`src/rtl/keypad_pkg.sv`:
```
// ============================================================================
// Module  : keypad_pkg
// Purpose : Shared FSM state encodings and key-code helpers for keypad_scanner
// Rev     : 1.0  initial release
// ============================================================================
`default_nettype none

package keypad_pkg;

   localparam logic [1:0] ST_SCAN     = 2'd0;
   localparam logic [1:0] ST_DEBOUNCE = 2'd1;
   localparam logic [1:0] ST_HELD     = 2'd2;
   localparam logic [1:0] ST_RELEASE  = 2'd3;

   // 4x3 telephone layout: 1 2 3 / 4 5 6 / 7 8 9 / * 0 #  (star=10, hash=11)
   function automatic logic [3:0] code_to_digit(input logic [3:0] code);
      logic [3:0] digit;
      case (code)
         4'd9:    digit = 4'd10;
         4'd10:   digit = 4'd0;
         4'd11:   digit = 4'd11;
         default: digit = code + 4'd1;
      endcase
      return digit;
   endfunction

endpackage

`default_nettype wire

```
`src/rtl/keypad_scanner_tick_gen.sv`:
```
// ============================================================================
// Module  : scan_tick_gen
// Purpose : Free-running divider producing a one-clk scan tick every CLK_DIV clks
// Rev     : 1.0  initial release
// ============================================================================
`default_nettype none

module scan_tick_gen #(
   parameter int CLK_DIV = 12500
) (
   input  logic clk,
   input  logic rst,
   output logic tick
);

   localparam int CNT_W = $clog2(CLK_DIV);

   logic [CNT_W-1:0] cnt;

   assign tick = (cnt == CNT_W'(CLK_DIV - 1));

   always_ff @(posedge clk or negedge rst) begin
      if (!rst) begin
         cnt <= '0;
      end else if (tick) begin
         cnt <= '0;
      end else begin
         cnt <= cnt + CNT_W'(1);
      end
   end

endmodule

`default_nettype wire

```
`src/rtl/keypad_scanner.sv`:
```
// ============================================================================
// Module  : keypad_scanner
// Purpose : Matrix keypad scan, debounce, auto-repeat and valid/ready key events
// Rev     : 1.0  initial release
// ============================================================================
`default_nettype none

module keypad_scanner
   import keypad_pkg::*;
#(
   parameter int ROWS         = 4,
   parameter int COLS         = 3,
   parameter int CLK_DIV      = 12500,
   parameter int DEBOUNCE     = 4,
   parameter int REPEAT_TICKS = 0,
   parameter int CODE_W       = $clog2(ROWS * COLS)
) (
   input  logic              clk,
   input  logic              rst,
   input  logic [ROWS-1:0]   key_row,
   output logic [COLS-1:0]   key_col,
   output logic              ev_valid,
   output logic [CODE_W-1:0] ev_code,
   output logic              ev_repeat,
   input  logic              ev_ready,
   output logic              key_held,
   output logic              overrun
);

   localparam int ROW_W = (ROWS > 1) ? $clog2(ROWS) : 1;
   localparam int COL_W = $clog2(COLS);
   localparam int DB_W  = $clog2(DEBOUNCE + 1);
   localparam int REP_W = (REPEAT_TICKS > 0) ? $clog2(REPEAT_TICKS + 1) : 1;

   logic              tick;
   logic [1:0]        state, state_nxt;
   logic [COLS-1:0]   col_nxt;
   logic [COL_W-1:0]  col_idx, cidx_nxt;
   logic [ROW_W-1:0]  cap_row, crow_nxt;
   logic [DB_W-1:0]   deb_cnt, deb_nxt;
   logic [REP_W-1:0]  rep_cnt, rep_nxt;
   logic              held_nxt;
   logic              emit, emit_rep;
   logic              cap_bit;
   logic [CODE_W-1:0] code_nxt;

   scan_tick_gen #(.CLK_DIV(CLK_DIV)) u_tick (
      .clk  (clk),
      .rst  (rst),
      .tick (tick)
   );

   function automatic logic [ROW_W-1:0] lowest_row(input logic [ROWS-1:0] rows);
      logic [ROW_W-1:0] idx;
      idx = '0;
      for (int i = ROWS - 1; i >= 0; i--) begin
         if (rows[i]) idx = ROW_W'(i);
      end
      return idx;
   endfunction

   // With key_col frozen on the captured column, the captured row bit is that key
   assign cap_bit  = key_row[cap_row];
   assign code_nxt = CODE_W'(int'(crow_nxt) * COLS + int'(cidx_nxt));

   always_comb begin
      state_nxt = state;
      col_nxt   = key_col;
      cidx_nxt  = col_idx;
      crow_nxt  = cap_row;
      deb_nxt   = deb_cnt;
      rep_nxt   = rep_cnt;
      held_nxt  = key_held;
      emit      = 1'b0;
      emit_rep  = 1'b0;
      if (tick) begin
         case (state)
            ST_SCAN: begin
               if (key_col == '0) begin
                  col_nxt  = COLS'(1);
                  cidx_nxt = '0;
               end else if (key_row == '0) begin
                  col_nxt  = {key_col[COLS-2:0], key_col[COLS-1]};
                  cidx_nxt = (col_idx == COL_W'(COLS - 1)) ? '0 : col_idx + COL_W'(1);
               end else begin
                  crow_nxt = lowest_row(key_row);
                  deb_nxt  = DB_W'(1);
                  if (DEBOUNCE == 1) begin
                     emit      = 1'b1;
                     held_nxt  = 1'b1;
                     rep_nxt   = '0;
                     state_nxt = ST_HELD;
                  end else begin
                     state_nxt = ST_DEBOUNCE;
                  end
               end
            end
            ST_DEBOUNCE: begin
               if (cap_bit) begin
                  deb_nxt = deb_cnt + DB_W'(1);
                  if (deb_nxt == DB_W'(DEBOUNCE)) begin
                     emit      = 1'b1;
                     held_nxt  = 1'b1;
                     rep_nxt   = '0;
                     state_nxt = ST_HELD;
                  end
               end else begin
                  deb_nxt   = '0;
                  state_nxt = ST_SCAN;
                  col_nxt   = {key_col[COLS-2:0], key_col[COLS-1]};
                  cidx_nxt  = (col_idx == COL_W'(COLS - 1)) ? '0 : col_idx + COL_W'(1);
               end
            end
            ST_HELD: begin
               if (!cap_bit) begin
                  deb_nxt = DB_W'(1);
                  if (DEBOUNCE == 1) begin
                     held_nxt  = 1'b0;
                     state_nxt = ST_SCAN;
                  end else begin
                     state_nxt = ST_RELEASE;
                  end
               end else if (REPEAT_TICKS > 0) begin
                  if (rep_cnt == REP_W'(REPEAT_TICKS - 1)) begin
                     rep_nxt  = '0;
                     emit     = 1'b1;
                     emit_rep = 1'b1;
                  end else begin
                     rep_nxt = rep_cnt + REP_W'(1);
                  end
               end
            end
            default: begin
               if (!cap_bit) begin
                  deb_nxt = deb_cnt + DB_W'(1);
                  if (deb_nxt == DB_W'(DEBOUNCE)) begin
                     held_nxt  = 1'b0;
                     state_nxt = ST_SCAN;
                  end
               end else begin
                  state_nxt = ST_HELD;
               end
            end
         endcase
      end
   end

   always_ff @(posedge clk or negedge rst) begin
      if (!rst) begin
         state    <= ST_SCAN;
         key_col  <= '0;
         col_idx  <= '0;
         cap_row  <= '0;
         deb_cnt  <= '0;
         rep_cnt  <= '0;
         key_held <= 1'b0;
      end else begin
         state    <= state_nxt;
         key_col  <= col_nxt;
         col_idx  <= cidx_nxt;
         cap_row  <= crow_nxt;
         deb_cnt  <= deb_nxt;
         rep_cnt  <= rep_nxt;
         key_held <= held_nxt;
      end
   end

   // A pending event is never overwritten unless it is accepted in the same clk
   always_ff @(posedge clk or negedge rst) begin
      if (!rst) begin
         ev_valid  <= 1'b0;
         ev_code   <= '0;
         ev_repeat <= 1'b0;
         overrun   <= 1'b0;
      end else begin
         overrun <= 1'b0;
         if (emit) begin
            if (!ev_valid || ev_ready) begin
               ev_valid  <= 1'b1;
               ev_code   <= code_nxt;
               ev_repeat <= emit_rep;
            end else begin
               overrun <= 1'b1;
            end
         end else if (ev_valid && ev_ready) begin
            ev_valid <= 1'b0;
         end
      end
   end

endmodule

`default_nettype wire
```
`config.mk`:
```
export PLATFORM = sky130hd
export DESIGN_NAME = keypad_scanner
export DESIGN_NICKNAME = d
export VERILOG_FILES = /design/src/rtl/keypad_pkg.sv /design/src/rtl/keypad_scanner_tick_gen.sv /design/src/rtl/keypad_scanner.sv
export SDC_FILE = /design/constraint.sdc
export NUM_CORES = 1
export LEC_CHECK = 0
export BUFFER_PORTS_ARGS = -buffer_cell sky130_fd_sc_hd__clkbuf_2
export CAP_MARGIN = 20
export CORE_ASPECT_RATIO = 1.25
export CORE_UTILIZATION = 60
export CTS_BUF_LIST = sky130_fd_sc_hd__clkbuf_4 sky130_fd_sc_hd__clkbuf_8
export DETAILED_ROUTE_END_ITERATION = 6
export HOLD_SLACK_MARGIN = 0.1
export PLACE_DENSITY = 0.81
export SLEW_MARGIN = 10
export SYNTH_ARGS = -nofsm -noshare
export SYNTH_HDL_FRONTEND = slang
export SYNTH_SLANG_ARGS = --single-unit
```
`constraint.sdc`:
```
create_clock -name clk -period 7.95 [get_ports clk]
set_clock_uncertainty 0.15 [all_clocks]
set_input_delay 1.1925 -clock clk [delete_from_list [all_inputs] [get_ports clk]]
set_output_delay 1.1925 -clock clk [all_outputs]
set_load 0.05 [all_outputs]
```
==> reports/results.tsv, run 1 <==
stage	metric	value	unit
setup_path	critical_path.max_fanout	18	
cts	clock_latency	330	ps
setup_path	r2r_setup_slack	3890	ps
routing	drc_errors	0	
setup_path	critPathBufInv	1	
final_layout	fin_cells	226	
yosys	ys_seq_elements	33	
routing	vias	1291	
hold_path	min_to	u_tick.cnt[11]	
cts	path_clk_slew	90	ps
setup_path	r2r-start	u_tick.cnt[0]	
final_layout	layout-drive-gt1-share	0.151	
yosys	yosysSeqAreaShare	0.469	
cts	cts_resized	0	
floorplan	die_w	50.4	microns
timing	hold_viol	0	
timing	tightestPinTransition	825	ps
yosys	synth_area_leaders	dfrtp_1 47%, ha_1 7.8%, nor2_1 4.1%	
power_and_ir_drop	power.density	138	nW/um^2
power_and_ir_drop	switching_share	0.234	
power_and_ir_drop	p_sw	62.0	uW
placement	place_hpwl	2.41	mm
yosys	synth_top_area_frac	0.469	
cts	cts_buffer_depth	2	
grt	grt-ovfl-total	0	
routing	vias_per_cell	5.71	
yosys	synth-edff-count	0	
yosys	synthArstFlopShare	1.00	
yosys	netlist_instances	172	
final_layout	nets	213	
placement	placed_cells	220	
power_and_ir_drop	p_comb_frac	0.048	
setup_path	slowest_delay	760	ps
timing	slew_violations	0	
setup_path	arrival	4140	ps
routing	drt-pass1-iter-count	4	
cts	cts_root_buf	clkbuf_4	
setup_path	cp_top_family	simple AND/OR/NAND/NOR gates	
grt	grt_pass1_vias	1305	
cts	tritoncts	built	
final_layout	fin_util	0.700	
yosys	ys_types	37	
timing	maxSlewHeadroom	0.446	
cts	cts_sinks	33	
timing	fmax	246	MHz
timing	rsz0062_at_grt	false	
yosys	synth.avg_cell_area	10.2	sq um
hold_path	min_from	u_tick.cnt[11]	
setup_path	ff2ff_path_depth	11	
timing	final.min_clock_period	4060	ps
routing	drt_iter0_drc	17	
power_and_ir_drop	p_int	203	uW
grt	grt_usage	0.234	
power_and_ir_drop	ir_worst_vdd	0.000117	V
placement	globalplace.congestion	0.812	
setup_path	cp-start-kind	flip-flop	
setup_path	critPathCaptureType	flip-flop	
grt	grt_pass1_wl	5.53	mm
final_layout	syn_to_final_growth	8.68	%
timing	fin_hold_ws	338	ps
hold_path	worstHoldPathType	flip-flop to flip-flop	
final_layout	final_cell_mix	33 x dfrtp_1, 19 x nor2_1, 18 x nand2_1, 16 x clkbuf_2, 11 x ha_1	
power_and_ir_drop	seqPwrFrac	0.638	
grt	grt_max_degree	34	
floorplan	die-area	3150	sq um
final_layout	diodes	0	
cts	holdBufCountCts	0	
yosys	ys_warn_count	0	
cts	h-tree-depth	2	
yosys	synthFlopType	dfrtp_1	
run	maxCapViolCount	0	
final_layout	fillers	243	
timing	fin_setup_tns	0	ps
floorplan	core_region_area	2730	sq um
setup_path	reg2reg_to	ev_code[2]	
placement	io_buffers	16	
floorplan	num_io_pins	18	
hold_path	min_path_cells	1	
routing	detail-route-antenna-nets	0	
routing	post_drt_wl_per_cell	13.8	microns
power_and_ir_drop	p_leak	0.000892	uW
timing	fin_crit_sh	0.511	
outcome	status	completed	
timing	setup_violations	0	
power_and_ir_drop	pwr-share-clk	0.314	
cts	cts_setup_buffers	0	
floorplan	start_util	0.644	
yosys	synthesis.area	1760	sq um
setup_path	path_cells	ha_1 -> or4b_1 -> nor4_4 -> nand2_1 -> nor2_1 -> o22a_1 -> fa_1 -> ha_1 -> inv_1 -> fa_1 -> o21ai_0	
floorplan	rows	21	
setup_path	path_class	flip-flop to flip-flop	
setup_path	cp.required	8030	ps
routing	wl	3.11	mm
final_layout	final_common_cell	dfrtp_1	
setup_path	slowest_stage	nor4_4	
floorplan	die_height	62.5	microns
yosys	yosysTopAreaCell	dfrtp_1	
grt	antenna_found_initial	0	
yosys	syn_nets	192	
cts	numCtsBuffers	5	
[worst max-delay path by stage]
stage,start,to,cells past startpoint
4_1_cts,u_tick.cnt[0],ev_code[2],11
6_report,u_tick.cnt[0],ev_code[2],11
3_3_place_gp,key_row[3],ev_code[2],10
2_1_floorplan,key_row[3],ev_code[2],10
5_1_grt,u_tick.cnt[0],ev_code[2],11
3_5_place_dp,u_tick.cnt[0],ev_code[2],11
[cells in the mapped netlist, types with 2 or more instances]
library cell	number
nand2b_1	5
nor2b_1	2
dfrtp_1	33
nor3_1	6
or4b_1	2
o22a_1	3
nand2_1	18
nand3_1	7
nor2_1	19
a21oi_1	3
o21ai_0	10
ha_1	11
nand4_1	3
o31ai_1	3
inv_1	9
and3_1	2
o211ai_1	2
xnor2_1	5
fa_1	2
xor2_1	7
mux2_2	4
[worst register-to-register path: cells and delay by family, from the launching register on]
family | cells | cell delay [ps]
adders and majority gates | 4 | 1250
DFF | 1 | 400
AOI/OAI and AO/OA | 2 | 390
buffers and inverters | 1 | 60
and+or+nand+nor | 4 | 1710
[flip-flops by register name (all words and copies together) (netlist names), named ones only]
name        count
ev_code         4
state           1
u_tick.cnt     14
ev_valid        1
key_held        1
key_col         3
overrun         1
cap_row         2
col_idx         2
deb_cnt         3
[cells by family (layout without fill, tap and decap cells)]
kind of cell,count (synthesis),count (layout),synth area share
DFF,33,33,0.469
other,1,1,0.00213
AOI/OAI and AO/OA,27,27,0.101
and+or+nand+nor,70,70,0.202
xor gates and xnor gates,12,12,0.0597
buffers and inverters,11,31,0.0263
adders and majority gates,13,13,0.101
muxes,5,5,0.0384
[power by group through the flow]
stage	Sequential, uW	Combinational, uW	Clock [uW]
global route	169	15.0	92.9
global placement	172	12.5	0
CTS	169	13.3	85.2
finish	169	12.8	83.1
detailed placement	172	13.3	0
floorplan	172	6.70	0
[layer usage]
| layer | part of all wire | up-vias | GRT usage |
|---|---|---|---|
| met5 | 0 | - | 0 |
| met4 | 0.014 | 0 | 0.0764 |
| met3 | 0.038 | 5 | 0.0657 |
| met2 | 0.53 | 24 | 0.413 |
| met1 | 0.42 | 626 | 0.264 |
| li1 | - | 636 | - |
[metrics by stage]
| stage | instance area [sq um] | total power, uW | worst slack [ps] |
|---|---|---|---|
| after floorplan | 1760 | 179 | 4250 |
| after global placement | 1870 | 185 | 3940 |
| after detailed placement | 1870 | 185 | 3870 |
| after CTS | 1910 | 267 | 3870 |
| after global routing | 1910 | 277 | 3630 |
| final | 1910 | 265 | 3890 |
[cell type report]
type | count | area [sq um] | share of cell area
clock buffer | 5 | 37.5 | 0.0196
timing repair buffer | 16 | 80.1 | 0.0419
inverter | 9 | 33.8 | 0.0177
clock inverter | 1 | 5.00 | 0.00262
sequential | 33 | 826 | 0.432
multi-input combinational | 128 | 887 | 0.464
tap | 34 | 42.5 | 0.0223
Note: power is estimated with default switching activity, not from simulation.
==> run 2: changes to the inputs <==
Settings changed: ABC_AREA set to 1, PLACE_DENSITY 0.81 to 0.8.
Clock period 7.95 ns to 3.78 ns, I/O delays scaled along.
==> run 2 against run 1 <==
  * Via count is 30% higher
  * Clock power grew to 4.2 times the previous value
  * First-iteration DRC count rose by 35%
  * Sequential share of layout area down 6.9 points
  * Power rose to 2.8 times the previous value
  * Highest routed layer unchanged
==> reports/results.tsv, run 2 <==
stage	metric	value	unit	change
cts	cts_setup_buffers	0		unchanged
setup_path	critPathCaptureType	flip-flop		unchanged
timing	slew_violations	0		unchanged
setup_path	r2r_setup_slack	660	ps	was 3890 ps
grt	grt_max_degree	34		unchanged
yosys	netlist_instances	261		was 172
yosys	ys_types	31		was 37
final_layout	layout-drive-gt1-share	0.148		was 0.151
setup_path	arrival	3130	ps	was 4140 ps
setup_path	path_cells	ha_1 -> nand2_1 -> nor2_2 -> nand2_4 -> nor2_8 -> nand3_2 -> o21ai_1 -> inv_1 -> fa_1 -> ha_1 -> inv_1 -> fa_1 -> o21ai_1		was ha_1 -> or4b_1 -> nor4_4 -> nand2_1 -> nor2_1 -> o22a_1 -> fa_1 -> ha_1 -> inv_1 -> fa_1 -> o21ai_0
floorplan	rows	23		was 21
routing	vias_per_cell	5.24		was 5.71
timing	maxSlewHeadroom	0.473		was 0.446
floorplan	die-area	3640	sq um	was 3150 sq um
routing	wl	3.81	mm	was 3.11 mm
cts	cts_resized	0		unchanged
setup_path	critical_path.max_fanout	10		was 18
yosys	yosysTopAreaCell	dfrtp_1		unchanged
power_and_ir_drop	power.total	739	uW	was 265 uW
cts	numCtsBuffers	5		unchanged
timing	tightestPinTransition	790	ps	was 825 ps
final_layout	fin_util	0.706		was 0.700
setup_path	path_class	flip-flop to flip-flop		unchanged
yosys	synth-edff-count	0		unchanged
floorplan	num_io_pins	18		unchanged
cts	tritoncts	built		unchanged
yosys	synthFlopType	dfrtp_1		unchanged
yosys	synthesis.area	2040	sq um	was 1760 sq um
grt	grt-ovfl-total	0		unchanged
yosys	yosysMostFrequentCell	nand2_1		was dfrtp_1
setup_path	cp-start-kind	flip-flop		unchanged
yosys	synth_area_leaders	dfrtp_1 40%, nand2_1 12%, inv_1 7.9%		was dfrtp_1 47%, ha_1 7.8%, nor2_1 4.1%
floorplan	start_util	0.633		was 0.644
yosys	yosysSeqAreaShare	0.405		was 0.469
setup_path	slowest_stage	fa_1		was nor4_4
cts	cts_buffer_depth	2		unchanged
grt	grt_pass1_vias	1604		was 1305
setup_path	critPathBufInv	2		was 1
yosys	ys_seq_elements	33		unchanged
floorplan	die_w	54.1	microns	was 50.4 microns
grt	met3_usage	0.0541		was 0.0657
final_layout	diodes	0		unchanged
cts	holdBufCountCts	0		unchanged
final_layout	largest_reg_flops	14		unchanged
setup_path	cp_top_family	adder cells		was simple AND/OR/NAND/NOR gates
grt	met2_usage	0.466		was 0.413
cts	cts_root_buf	clkbuf_8		was clkbuf_4
setup_path	cp.required	3800	ps	was 8030 ps
yosys	synthArstFlopShare	1.00		unchanged
final_layout	reg_top3	u_tick.cnt x14, ev_code x4		unchanged
final_layout	final_cell_mix	63 x nand2_1, 43 x inv_1, 33 x dfrtp_1, 26 x nor2_1, 16 x clkbuf_2		was 33 x dfrtp_1, 19 x nor2_1, 18 x nand2_1, 16 x clkbuf_2, 11 x ha_1
yosys	ys_warn_count	0		unchanged
floorplan	core_region_area	3220	sq um	was 2730 sq um
routing	vias	1677		was 1291
routing	drc_errors	0		unchanged
final_layout	syn_to_final_growth	11.5	%	was 8.68%
run	maxCapViolCount	0		unchanged
power_and_ir_drop	ir_worst_vdd	0.000275	V	was 0.000117 V
power_and_ir_drop	p_leak	0.00126	uW	was 0.000892 uW
setup_path	ff2ff_path_depth	13		was 11
grt	grt_usage	0.255		was 0.234
setup_path	startpoint	u_tick.cnt[0]		unchanged
timing	fin_crit_sh	0.824		was 0.511
routing	drt-pass1-iter-count	5		was 4
placement	globalplace.congestion	0.887		was 0.812
timing	fin_setup_tns	0	ps	unchanged
cts	path_clk_slew	70	ps	was 90 ps
placement	io_buffers	16		unchanged
final_layout	largest-register	u_tick.cnt		unchanged
routing	drt_iter0_drc	23		was 17
timing	hold_viol	0		unchanged
yosys	synth_top_area_frac	0.405		was 0.469
timing	final.min_clock_period	3120	ps	was 4060 ps
routing	detail-route-antenna-nets	0		unchanged
yosys	netlist_top_cells_count	63 x nand2_1, 43 x inv_1, 33 x dfrtp_1		was 33 x dfrtp_1, 19 x nor2_1, 18 x nand2_1
routing	post_drt_wl_per_cell	11.9	microns	was 13.8 microns
power_and_ir_drop	power.density	325	nW/um^2	was 138 nW/um^2
final_layout	nets	302		was 213
hold_path	worstHoldPathType	primary input to asynchronous set/reset pin		was flip-flop to flip-flop
cts	h-tree-depth	2		unchanged
grt	antenna_found_initial	0		unchanged
timing	fmax	321	MHz	was 246 MHz
outcome	status	completed		unchanged
setup_path	reg2reg_to	ev_code[2]		unchanged
placement	place_hpwl	2.90	mm	was 2.41 mm
yosys	syn_nets	281		was 192
floorplan	die_height	67.2	microns	was 62.5 microns
grt	gr-max-usage-layer	met2		unchanged
yosys	synth.avg_cell_area	7.81	sq um	was 10.2 sq um
cts	clock_latency	280	ps	was 330 ps
grt	use_met1	0.276		was 0.264
grt	grt_pass1_wl	6.60	mm	was 5.53 mm
setup_path	r2r-start	u_tick.cnt[0]		unchanged
timing	setup_violations	0		unchanged
cts	cts_sinks	33		unchanged
final_layout	final_common_cell	nand2_1		was dfrtp_1
setup_path	slowest_delay	520	ps	was 760 ps
timing	rsz0062_at_grt	false		unchanged
run 2: cell types whose count changed in the layout (fill, tap and decap cells not counted), sizes merged, moves of 9 or more:
cell   change
nor2      +11
inv       +38
o21ai     +10
nand3      +9
nand2     +49
run 2: routing by layer:
layer | part of all wire | routed length [microns]
met4 | 0.012 | 44
met2 | 0.54 | 2070
met3 | 0.026 | 99
met5 | 0 | 0
met1 | 0.42 | 1590
run 2: kinds of logic after synthesis:
kind of cell               count (synthesis)  synth area share
DFF                                       33             0.405
and+or+nand+nor                          127             0.302
adders and majority gates                 13            0.0871
buffers and inverters                     50            0.0939
xor gates and xnor gates                   6            0.0258
AOI/OAI and AO/OA                         31            0.0840
other                                      1           0.00184
run 2: power breakdown:
part | total (uW) | internal [uW] | switching (uW)
logic | 34.0 | 9.47 | 24.6
clock network | 350 | 222 | 128
registers | 355 | 354 | 0.840
run 2: worst max-delay path by stage:
stage,to,slack (ps),cells past startpoint
2_1_floorplan,ev_code[2],900,13
3_3_place_gp,ev_code[2],730,16
3_5_place_dp,ev_code[2],680,13
4_1_cts,ev_code[2],640,13
5_1_grt,ev_code[2],490,13
6_report,ev_code[2],660,13
run 2: cell type report:
cell class	count	area, sq um
clock inverter	1	30.0
clock buffer	7	90.1
tap	37	46.3
fill	270	948
sequential	33	826
inverter	48	180
timing repair buffer	16	80.1
multi-input combinational	178	1020
run 2: worst register-to-register path: stages (launching register included):
cell     delay, ps
dfrtp_1        370
ha_1           260
nand2_1         90
nor2_2         130
nand2_4         80
nor2_8         170
nand3_2        110
o21ai_1        260
inv_1          120
fa_1           520
ha_1           140
inv_1           50
fa_1           480
o21ai_1         70
run 2: through the flow:
step	cell area, sq um	setup WS (ps)	hold WS [ps]	std cells
2_1_floorplan	2040	902	121	261
3_3_place_gp	2150	730	294	312
6_report	2270	665	205	320
3_5_place_dp	2150	680	302	312
5_1_grt	2270	489	283	320
4_1_cts	2270	644	243	320
==> run 3: changes to the inputs <==
Settings changed: CORE_UTILIZATION 60 to 55, PLACE_DENSITY 0.8 to 0.77.
Clock period 3.78 ns to 2.8 ns, I/O delays scaled along.
==> run 3 against run 2 <==
  * Non-clock buffer count rose by 26
  * Power rose by 34%
  * Highest routed layer unchanged
  * Maximum frequency rose by 12%
  * Via count rose by 6.0%
  * Largest power group unchanged
  * Routed wire length rose by 10%
  * Worst hold slack improved by 90 ps
  * Sequential cell count did not move
==> reports/results.tsv, run 3 (synthesized netlist as in run 2, its figures left out) <==
stage	metric	value	unit	change
outcome	status	completed		unchanged
routing	drc_errors	0		unchanged
final_layout	nets	328		was 302
timing	fin_crit_sh	0.991		was 0.824
floorplan	num_io_pins	18		unchanged
cts	cts_buffer_depth	2		unchanged
final_layout	layout-drive-gt1-share	0.275		was 0.148
run	maxCapViolCount	0		unchanged
final_layout	largest_reg_flops	14		unchanged
grt	grt-ovfl-total	0		unchanged
setup_path	path_cells	ha_4 -> nand2_2 -> nor2_4 -> nand2_4 -> nor2_8 -> nand3_4 -> o21ai_2 -> inv_2 -> fa_1 -> ha_2 -> inv_1 -> fa_1 -> o21ai_1		was ha_1 -> nand2_1 -> nor2_2 -> nand2_4 -> nor2_8 -> nand3_2 -> o21ai_1 -> inv_1 -> fa_1 -> ha_1 -> inv_1 -> fa_1 -> o21ai_1
setup_path	path_class	flip-flop to flip-flop		unchanged
timing	final.min_clock_period	2780	ps	was 3120 ps
floorplan	die_height	70.1	microns	was 67.2 microns
grt	met3_usage	0.0463		was 0.0541
final_layout	final_common_cell	nand2_1		unchanged
setup_path	slowest_stage	fa_1		unchanged
floorplan	rows	24		was 23
grt	use_met1	0.264		was 0.276
power_and_ir_drop	ir_worst_vdd	0.000330	V	was 0.000275 V
cts	cts_sinks	33		unchanged
power_and_ir_drop	power.total	994	uW	was 739 uW
timing	slew_violations	0		unchanged
power_and_ir_drop	power.density	389	nW/um^2	was 325 nW/um^2
final_layout	syn_to_final_growth	25.2	%	was 11.5%
final_layout	final-seq-area	830	sq um	was 826 sq um
final_layout	reg_top3	u_tick.cnt x14, ev_code x4		unchanged
grt	grt_pass1_wl	7.37	mm	was 6.60 mm
grt	antenna_found_initial	0		unchanged
grt	grt_usage	0.238		was 0.255
floorplan	start_util	0.580		was 0.633
setup_path	r2r-start	u_tick.cnt[0]		unchanged
cts	numCtsBuffers	5		unchanged
timing	fin_setup_tns	0	ps	unchanged
timing	setup_violations	0		unchanged
cts	path_clk_slew	80	ps	was 70 ps
placement	io_buffers	16		unchanged
setup_path	cpMostUsedCell	fa_1		
cts	tritoncts	built		unchanged
setup_path	cp.required	2830	ps	was 3800 ps
floorplan	die_w	56.5	microns	was 54.1 microns
timing	hold_viol	0		unchanged
timing	fin_hold_ws	295	ps	was 205 ps
routing	vias_per_cell	5.11		was 5.24
cts	cts_root_buf	clkbuf_8		unchanged
setup_path	critPathCaptureType	flip-flop		unchanged
setup_path	cp-start-kind	flip-flop		unchanged
timing	fmax	360	MHz	was 321 MHz
placement	globalplace.congestion	0.845		was 0.887
hold_path	min_from	ev_ready		
setup_path	arrival	2810	ps	was 3130 ps
routing	detail-route-antenna-nets	0		unchanged
timing	rsz0062_at_grt	true		was false
power_and_ir_drop	p_leak	0.00137	uW	was 0.00126 uW
timing	setup_ws	24.2	ps	was 665 ps
grt	grt_pass1_vias	1818		was 1604
grt	grt_max_degree	34		unchanged
placement	placed_cells	336		was 312
routing	post_drt_wl_per_cell	12.0	microns	was 11.9 microns
floorplan	die-area	3960	sq um	was 3640 sq um
placement	dp_slack	-46.9	ps	was 680 ps
setup_path	critical_path.max_fanout	4		was 10
final_layout	largest-register	u_tick.cnt		unchanged
final_layout	fin_cells	348		was 320
grt	gr-max-usage-layer	met2		unchanged
cts	h-tree-depth	2		unchanged
final_layout	diodes	0		unchanged
floorplan	core_region_area	3510	sq um	was 3220 sq um
grt	met2_usage	0.431		was 0.466
routing	wl	4.19	mm	was 3.81 mm
hold_path	worstHoldPathType	primary input to flip-flop		was primary input to asynchronous set/reset pin
routing	drt-pass1-iter-count	4		was 5
routing	drt_iter0_drc	41		was 23
routing	vias	1777		was 1677
timing	maxSlewHeadroom	0.457		was 0.473
timing	tightestPinTransition	814	ps	was 790 ps
final_layout	fillers	279		was 270
setup_path	slowest_delay	560	ps	was 520 ps
setup_path	startpoint	u_tick.cnt[0]		unchanged
cts	clock_latency	290	ps	was 280 ps
placement	place_hpwl	3.13	mm	was 2.90 mm
final_layout	final_cell_mix	62 x nand2_1, 38 x inv_1, 30 x dfrtp_1, 25 x nor2_1, 25 x buf_4		was 63 x nand2_1, 43 x inv_1, 33 x dfrtp_1, 26 x nor2_1, 16 x clkbuf_2
final_layout	multi_input_area	1100	sq um	was 1020 sq um
run 3: report_power, final:
part	internal, uW	switching, uW	leakage (uW)
Combinational	20.2	35.3	0.000898
Clock	266	193	0.0000543
Sequential	478	1.37	0.000419
Total	764	229	0.00137
run 3: repair_timing:
item                                    CTS  global route
endpoints found under the setup margin    1             2
resized for setup                         7            13
hold buffers                              1             0
pin swaps                                 6             1
setup buffers                             2             1
hold endpoints to repair                 33             0
run 3: final cells by class:
| type | instances | share of cell area |
|---|---|---|
| Timing Repair Buffer | 42 | 0.109 |
| Clock buffer | 5 | 0.0269 |
| Clock inverter | 3 | 0.0181 |
| Inverter | 48 | 0.0706 |
| Tap cell | 39 | 0.0191 |
| Multi-Input combinational cell | 178 | 0.432 |
| Sequential cell | 33 | 0.325 |
run 3: through the flow:
| step | instance area, sq um | utilization |
|---|---|---|
| 2_1_floorplan | 2060 | - |
| 3_3_place_gp | 2340 | 0.667 |
| 3_5_place_dp | 2340 | 0.667 |
| 4_1_cts | 2510 | 0.714 |
| 5_1_grt | 2550 | 0.727 |
| 6_report | 2550 | 0.727 |
run 3: critical path: cells and delay by family (launching register included):
kind,cells,cell delay (ps)
buffers and inverters,2,100
AOI/OAI and AO/OA,2,220
adders and majority gates,4,1350
DFF,1,390
and+or+nand+nor,5,460
run 3: worst paths after layout:
check                              to  slack, ps  cells past startpoint
max in group asynchronous    state[0]       1330                      2
max                        ev_code[2]         20                     13
min reg2reg                ev_code[3]        360                      2
max reg2reg                ev_code[2]         20                     13
min in group asynchronous  deb_cnt[1]        600                      2
min                          ev_valid        300                      4
run 3: layer usage:
metal  vias up  wire [microns]
met4         0              97
met1       820            1730
met5         -               0
met3        13             129
li1        910               -
met2        34            2230
